**src/rtl/inv_addkey_mixcol_if.sv**
```systemverilog
`default_nettype none
// ============================================================================
//  Module      : inv_addkey_mixcol_if
//  Description : Block-level bus for inv_addkey_mixcol. Carries the upstream
//                valid/ready handshake with state, round key and last-round
//                flag, and the downstream valid/ready handshake with the
//                round result.
//                  master : producer/consumer side (drives inValid, state,
//                           roundKey, lastRound, outReady)
//                  slave  : round engine side (drives inReady, outValid,
//                           nextState)
//  Revision    : 1.0  initial release
// ============================================================================
interface inv_addkey_mixcol_if;
  logic         inValid;
  logic         inReady;
  logic [127:0] state;
  logic [127:0] roundKey;
  logic         lastRound;
  logic         outValid;
  logic         outReady;
  logic [127:0] nextState;

  modport master (
    output inValid, state, roundKey, lastRound, outReady,
    input  inReady, outValid, nextState
  );

  modport slave (
    input  inValid, state, roundKey, lastRound, outReady,
    output inReady, outValid, nextState
  );
endinterface
`default_nettype wire

```
**src/rtl/inv_addkey_mixcol.sv**
```systemverilog
`default_nettype none
// ============================================================================
//  Module      : inv_addkey_mixcol
//  Description : Decrypt-round back end. XORs the round key into the
//                InvSubByte output, then applies InvMixColumns column-serially
//                (COLS_PER_CYCLE columns per clock). On the final round the
//                mix is skipped and state^key is returned. One block in flight.
//  Ports       : clk        - clock, all flops on posedge
//                reset      - asynchronous active-high reset
//                bus.slave  - inValid/inReady/state/roundKey/lastRound in,
//                             outValid/outReady/nextState out
//                Byte s[r][c] = data[127-32c-8r -: 8].
//  Revision    : 1.0  initial release
// ============================================================================
module inv_addkey_mixcol #(
  parameter int COLS_PER_CYCLE = 1   // 1, 2 or 4
) (
  input  wire logic         clk,
  input  wire logic         reset,
  inv_addkey_mixcol_if.slave bus
);

  localparam logic [1:0] S_IDLE = 2'd0;
  localparam logic [1:0] S_MIX  = 2'd1;
  localparam logic [1:0] S_DONE = 2'd2;

  // Counter step; 4 columns per cycle wraps to 0, which is harmless because
  // the block leaves MIX on that same edge.
  localparam logic [1:0] C_STEP = 2'(COLS_PER_CYCLE % 4);
  // Counter value at which this cycle's columns include column 3.
  localparam logic [1:0] C_LAST = 2'(4 - COLS_PER_CYCLE);

  logic [1:0]   fsm_q, fsm_d;
  logic [1:0]   cnt_q, cnt_d;
  logic [127:0] work_q, work_d;
  logic [127:0] next_state_q, next_state_d;
  logic         out_valid_q, out_valid_d;

  // GF(2^8) helpers, reduction polynomial 0x11B.
  function automatic logic [7:0] xtime(input logic [7:0] x);
    return {x[6:0], 1'b0} ^ (x[7] ? 8'h1b : 8'h00);
  endfunction

  function automatic logic [31:0] inv_mix_col(input logic [31:0] col);
    logic [7:0] a  [4];
    logic [7:0] m2 [4];
    logic [7:0] m4 [4];
    logic [7:0] m8 [4];
    logic [7:0] x9 [4];
    logic [7:0] xb [4];
    logic [7:0] xd [4];
    logic [7:0] xe [4];
    for (int r = 0; r < 4; r++) begin
      a[r]  = col[31-8*r -: 8];
      m2[r] = xtime(a[r]);
      m4[r] = xtime(m2[r]);
      m8[r] = xtime(m4[r]);
      x9[r] = m8[r] ^ a[r];
      xb[r] = m8[r] ^ m2[r] ^ a[r];
      xd[r] = m8[r] ^ m4[r] ^ a[r];
      xe[r] = m8[r] ^ m4[r] ^ m2[r];
    end
    return {xe[0] ^ xb[1] ^ xd[2] ^ x9[3],
            x9[0] ^ xe[1] ^ xb[2] ^ xd[3],
            xd[0] ^ x9[1] ^ xe[2] ^ xb[3],
            xb[0] ^ xd[1] ^ x9[2] ^ xe[3]};
  endfunction

  assign bus.inReady   = (fsm_q == S_IDLE);
  assign bus.outValid  = out_valid_q;
  assign bus.nextState = next_state_q;

  // Columns are independent, so the mix is done in place in the work
  // register: each column is read and rewritten in the same cycle.
  always_comb begin
    fsm_d        = fsm_q;
    cnt_d        = cnt_q;
    work_d       = work_q;
    next_state_d = next_state_q;
    out_valid_d  = out_valid_q;
    case (fsm_q)
      S_IDLE: begin
        if (bus.inValid) begin
          work_d = bus.state ^ bus.roundKey;
          cnt_d  = 2'd0;
          if (bus.lastRound) begin
            next_state_d = bus.state ^ bus.roundKey;
            out_valid_d  = 1'b1;
            fsm_d        = S_DONE;
          end else begin
            fsm_d = S_MIX;
          end
        end
      end
      S_MIX: begin
        for (int k = 0; k < COLS_PER_CYCLE; k++) begin
          logic [1:0] col_idx;
          logic [6:0] base;
          col_idx = cnt_q + 2'(k);
          base    = 7'd127 - {col_idx, 5'd0};
          work_d[base -: 32] = inv_mix_col(work_q[base -: 32]);
        end
        cnt_d = cnt_q + C_STEP;
        if (cnt_q == C_LAST) begin
          next_state_d = work_d;
          out_valid_d  = 1'b1;
          fsm_d        = S_DONE;
        end
      end
      S_DONE: begin
        if (bus.outReady) begin
          out_valid_d = 1'b0;
          fsm_d       = S_IDLE;
        end
      end
      default: begin
        fsm_d       = S_IDLE;
        out_valid_d = 1'b0;
      end
    endcase
  end

  always_ff @(posedge clk or posedge reset) begin
    if (reset) begin
      fsm_q        <= S_IDLE;
      cnt_q        <= 2'd0;
      work_q       <= '0;
      next_state_q <= '0;
      out_valid_q  <= 1'b0;
    end else begin
      fsm_q        <= fsm_d;
      cnt_q        <= cnt_d;
      work_q       <= work_d;
      next_state_q <= next_state_d;
      out_valid_q  <= out_valid_d;
    end
  end

endmodule
`default_nettype wire

```
**src/flat_wrapper.sv**
```systemverilog
// flat-port wrapper written by rule: the top's interface ports become plain ports
module inv_addkey_mixcol_flat 
#(
  parameter int COLS_PER_CYCLE = 1               
)
  (clk, reset, bus_inValid, bus_state, bus_roundKey, bus_lastRound, bus_outReady, bus_inReady, bus_outValid, bus_nextState);
  inv_addkey_mixcol_if bus_i ();
  input  wire logic clk;
  input  wire logic reset;
  input wire logic [$bits(bus_i.inValid)-1:0] bus_inValid;
  input wire logic [$bits(bus_i.state)-1:0] bus_state;
  input wire logic [$bits(bus_i.roundKey)-1:0] bus_roundKey;
  input wire logic [$bits(bus_i.lastRound)-1:0] bus_lastRound;
  input wire logic [$bits(bus_i.outReady)-1:0] bus_outReady;
  output wire logic [$bits(bus_i.inReady)-1:0] bus_inReady;
  output wire logic [$bits(bus_i.outValid)-1:0] bus_outValid;
  output wire logic [$bits(bus_i.nextState)-1:0] bus_nextState;
  assign bus_i.inValid = bus_inValid;
  assign bus_i.state = bus_state;
  assign bus_i.roundKey = bus_roundKey;
  assign bus_i.lastRound = bus_lastRound;
  assign bus_i.outReady = bus_outReady;
  assign bus_inReady = bus_i.inReady;
  assign bus_outValid = bus_i.outValid;
  assign bus_nextState = bus_i.nextState;
  inv_addkey_mixcol #(.COLS_PER_CYCLE(COLS_PER_CYCLE)) u_core (.clk(clk), .reset(reset), .bus(bus_i));
endmodule
```
**config.mk**
```make
export PLATFORM = sky130hd
export DESIGN_NAME = inv_addkey_mixcol_flat
export DESIGN_NICKNAME = d
export VERILOG_FILES = /design/src/rtl/inv_addkey_mixcol_if.sv /design/src/rtl/inv_addkey_mixcol.sv /design/src/flat_wrapper.sv
export SDC_FILE = /design/constraint.sdc
export NUM_CORES = 1
export LEC_CHECK = 0
export ABC_CLOCK_PERIOD_IN_PS = 18200
export CORE_MARGIN = 2
export CORE_UTILIZATION = 51
export CTS_CLUSTER_SIZE = 25
export DETAILED_ROUTE_END_ITERATION = 10
export PLACE_DENSITY = 0.86
export SLEW_MARGIN = 5
export SYNTH_ARGS = -nofsm -noshare
export SYNTH_HDL_FRONTEND = slang
export SYNTH_SLANG_ARGS = --single-unit
```
**constraint.sdc**
```tcl
create_clock -name clk -period 18.2 [get_ports clk]
set_input_delay 2.73 -clock clk [delete_from_list [all_inputs] [get_ports clk]]
set_output_delay 2.73 -clock clk [all_outputs]
set_load 0.005 [all_outputs]
```
==> summary.txt <==
CTS tree: built
Cts repair resizes: 0
Htree depth: 1
Top cell types by occurrence after synthesis: 261 x dfrtp_1, 257 x nand2_1, 228 x o21ai_0, 119 x xor2_1
Final Setup Violations: 0
DR pass1 iterations: 6
Top post-synthesis cells by area: dfrtp_1 41%, o21ai_0 7.1%, xnor3_1 6.6%
Count of input and output buffers: 390
Most common cell in the netlist: dfrtp_1
Worst-case clock buffer depth: 3
Worst-Margin Slew: 1.24 ns
EDFF count, synth: 0
R2R Path End: u_core.bus.nextState[79]$_DFFE_PP0P_
Clk slew on worst S/H paths: 0.06 ns
Initial antenna violation count: 0
Via count: 14417
Post-DP HPWL: 39.5 mm
Gpl congestion: 0.973
Flop-to-flop setup slack: 13.76 ns
Post-synth top area share: 40.7%
Routed length per instance: 23.3 um
DRC Markers: 0
Antenna cells: 0
Die Footprint: 32900 sq um
Critical path startpoint category: input port
Status: completed
Worst Skew: 0.0358 ns
Crit path capture type: flip-flop
Total GRT Usage: 32.6%
Sink Count: 261
Capture point of the critical path: u_core.bus.nextState[29]$_DFFE_PP0P_
Post-CTS Setup Bufs: 0
CORE AREA: 30700 sq um
Area leader, netlist: dfrtp_1
Cell Rows: 64
Congestion Overflow GR: 0
Worst r2r src: u_core.cnt_q[0]$_DFFE_PP0P_
CTS root buf: clkbuf_16
Worst Setup SP: bus_inValid
Chip width: 181 um
Layout fillers: 2249
HP Class: reg -> reg
Sum Neg Setup Slack: 0 ns
Max-Slew Margin vs Limit: 17.0%
Fraction of layout cells with a size suffix above 1: 8.08%
DR vias/cell: 6.17
Post-synth ARST share: 100%
Routed WL: 54.5 mm
Main flop type after synthesis: dfrtp_1
Library cells used by synthesis: 48
Largest net degree at the start of global routing: 143
Initial DRC Count: 1934
Worst path required time: 18.61 ns
Max-cap viol count: 0
Arrival @ worst endpoint: 5.38 ns
Initial Util: 52.2%
Pins over their slew limit: 0
Fmax: 201 MHz
CTS Hold Bufs: 0
Final Hold Vio Count: 0
Min cycle time layout: 4.97 ns
Net Count, Synth: 1871
Seq cells post-synth: 261
First-pass GRT wire length: 83.2 mm
Crit path max fanout: 142
YS warnings: 0
Synth Instances: 1606
Antenna violation net count after detailed routing: 0
Sequential cell area fraction in the yosys report: 40.7%
Area grow syn2layout: 31.9%
Unrepaired setup endpoints after global routing: no
Vias in the first global route: 14383
Synth Cell Area: 16000 sq um
Chip Height: 181 um
TritonCTS buffer count: 28
Reg2Reg Depth: 8
Syn Area/Cell: 9.99 sq um
Nets@finish: 2185
Fin crit share: 27.3%
I/O Pins: 391
Worst-Skew Late Latency: 0.57 ns
Kind of critical path: in -> reg
## layer usage
layer | part of all wire, % | global-route usage, %
met1 | 36 | 42.8
met2 | 47 | 52.1
met3 | 12 | 6.99
met4 | 5.0 | 15.1
met5 | 0 | 0
## state kept, by name (all words and copies together) (netlist names)
signal and flops:
u_core.bus.nextState 128, u_core.fsm_q 2, u_core.work_q 128, u_core.bus.outValid 1, u_core.cnt_q 2
## layout make-up
class	instances	area, sq um	share of cell area (%)
sequential	261	6530	30.9
clock buffer	32	736	3.48
tap	396	495	2.34
timing repair buffer	407	4040	19.1
inverter	14	60.1	0.284
multi-input combinational	1208	8970	42.4
clock inverter	20	320	1.51
## worst min-delay path by stage
| stage | from | to | slack, ns | cells past startpoint |
|---|---|---|---|---|
| floorplan | u_core.work_q[10]$_DFFE_PP0P_ | u_core.work_q[10]$_DFFE_PP0P_ | 0.44 | 2 |
| global placement | u_core.bus.nextState[24]$_DFFE_PP0P_ | u_core.bus.nextState[24]$_DFFE_PP0P_ | 0.46 | 2 |
| detailed placement | u_core.bus.nextState[6]$_DFFE_PP0P_ | u_core.bus.nextState[6]$_DFFE_PP0P_ | 0.46 | 2 |
| CTS | u_core.bus.nextState[59]$_DFFE_PP0P_ | u_core.bus.nextState[59]$_DFFE_PP0P_ | 0.48 | 2 |
| global route | u_core.bus.nextState[6]$_DFFE_PP0P_ | u_core.bus.nextState[6]$_DFFE_PP0P_ | 0.50 | 2 |
| finish | u_core.bus.nextState[59]$_DFFE_PP0P_ | u_core.bus.nextState[59]$_DFFE_PP0P_ | 0.48 | 2 |
## kinds of logic after synthesis
family          after synthesis  synth area share (%)
compound gates              508                  19.2
xor+xnor                    298                  22.8
fa+ha+maj                     4                 0.312
buf+inv                     137                  3.66
flops                       261                  40.7
mux                          33                  4.56
simple gates                365                  8.80
## layout by cell type (no fill, tap or decap), types with 17 or more instances in the layout
master,netlist,layout
xnor2_1,96,96
o31ai_1,27,27
mux4_2,32,32
nand2_1,257,257
a21oi_1,77,77
o221ai_1,18,18
xnor3_1,47,47
o21ai_1,45,45
nor2_1,80,78
xnor2_2,17,17
xor2_1,119,119
dfrtp_1,261,259
clkbuf_16,0,28
o21ai_0,228,228
a211oi_1,20,20
clkdlybuf4s50_1,0,390
a221oi_1,17,17
## critical path, stage by stage
cell,delay (ns)
clkdlybuf4s50_1,0.45
mux2i_1,0.20
or3_4,0.16
buf_6,0.69
buf_4,0.76
nor3_1,0.09
a21oi_1,0.13
o21ai_0,0.10
## through the flow
stage / area, sq um / utilization [%] / hold WS, ns / worst slack (ns) / cells
6_report: 21200 / 68.8 / 0.479 / 13.23 / 2338
5_1_grt: 21200 / 68.8 / 0.500 / 13.05 / 2338
4_1_cts: 21100 / 68.8 / 0.479 / 13.01 / 2338
3_5_place_dp: 20100 / 65.3 / 0.462 / 12.44 / 2286
3_3_place_gp: 20100 / 65.3 / 0.457 / 12.55 / 2286
2_1_floorplan: 16000 / - / 0.445 / 8.29 / 1606
Power is left out: the tool's default activity adds up to more than one toggle a clock period on the data nets, which glitch-free logic cannot reach.
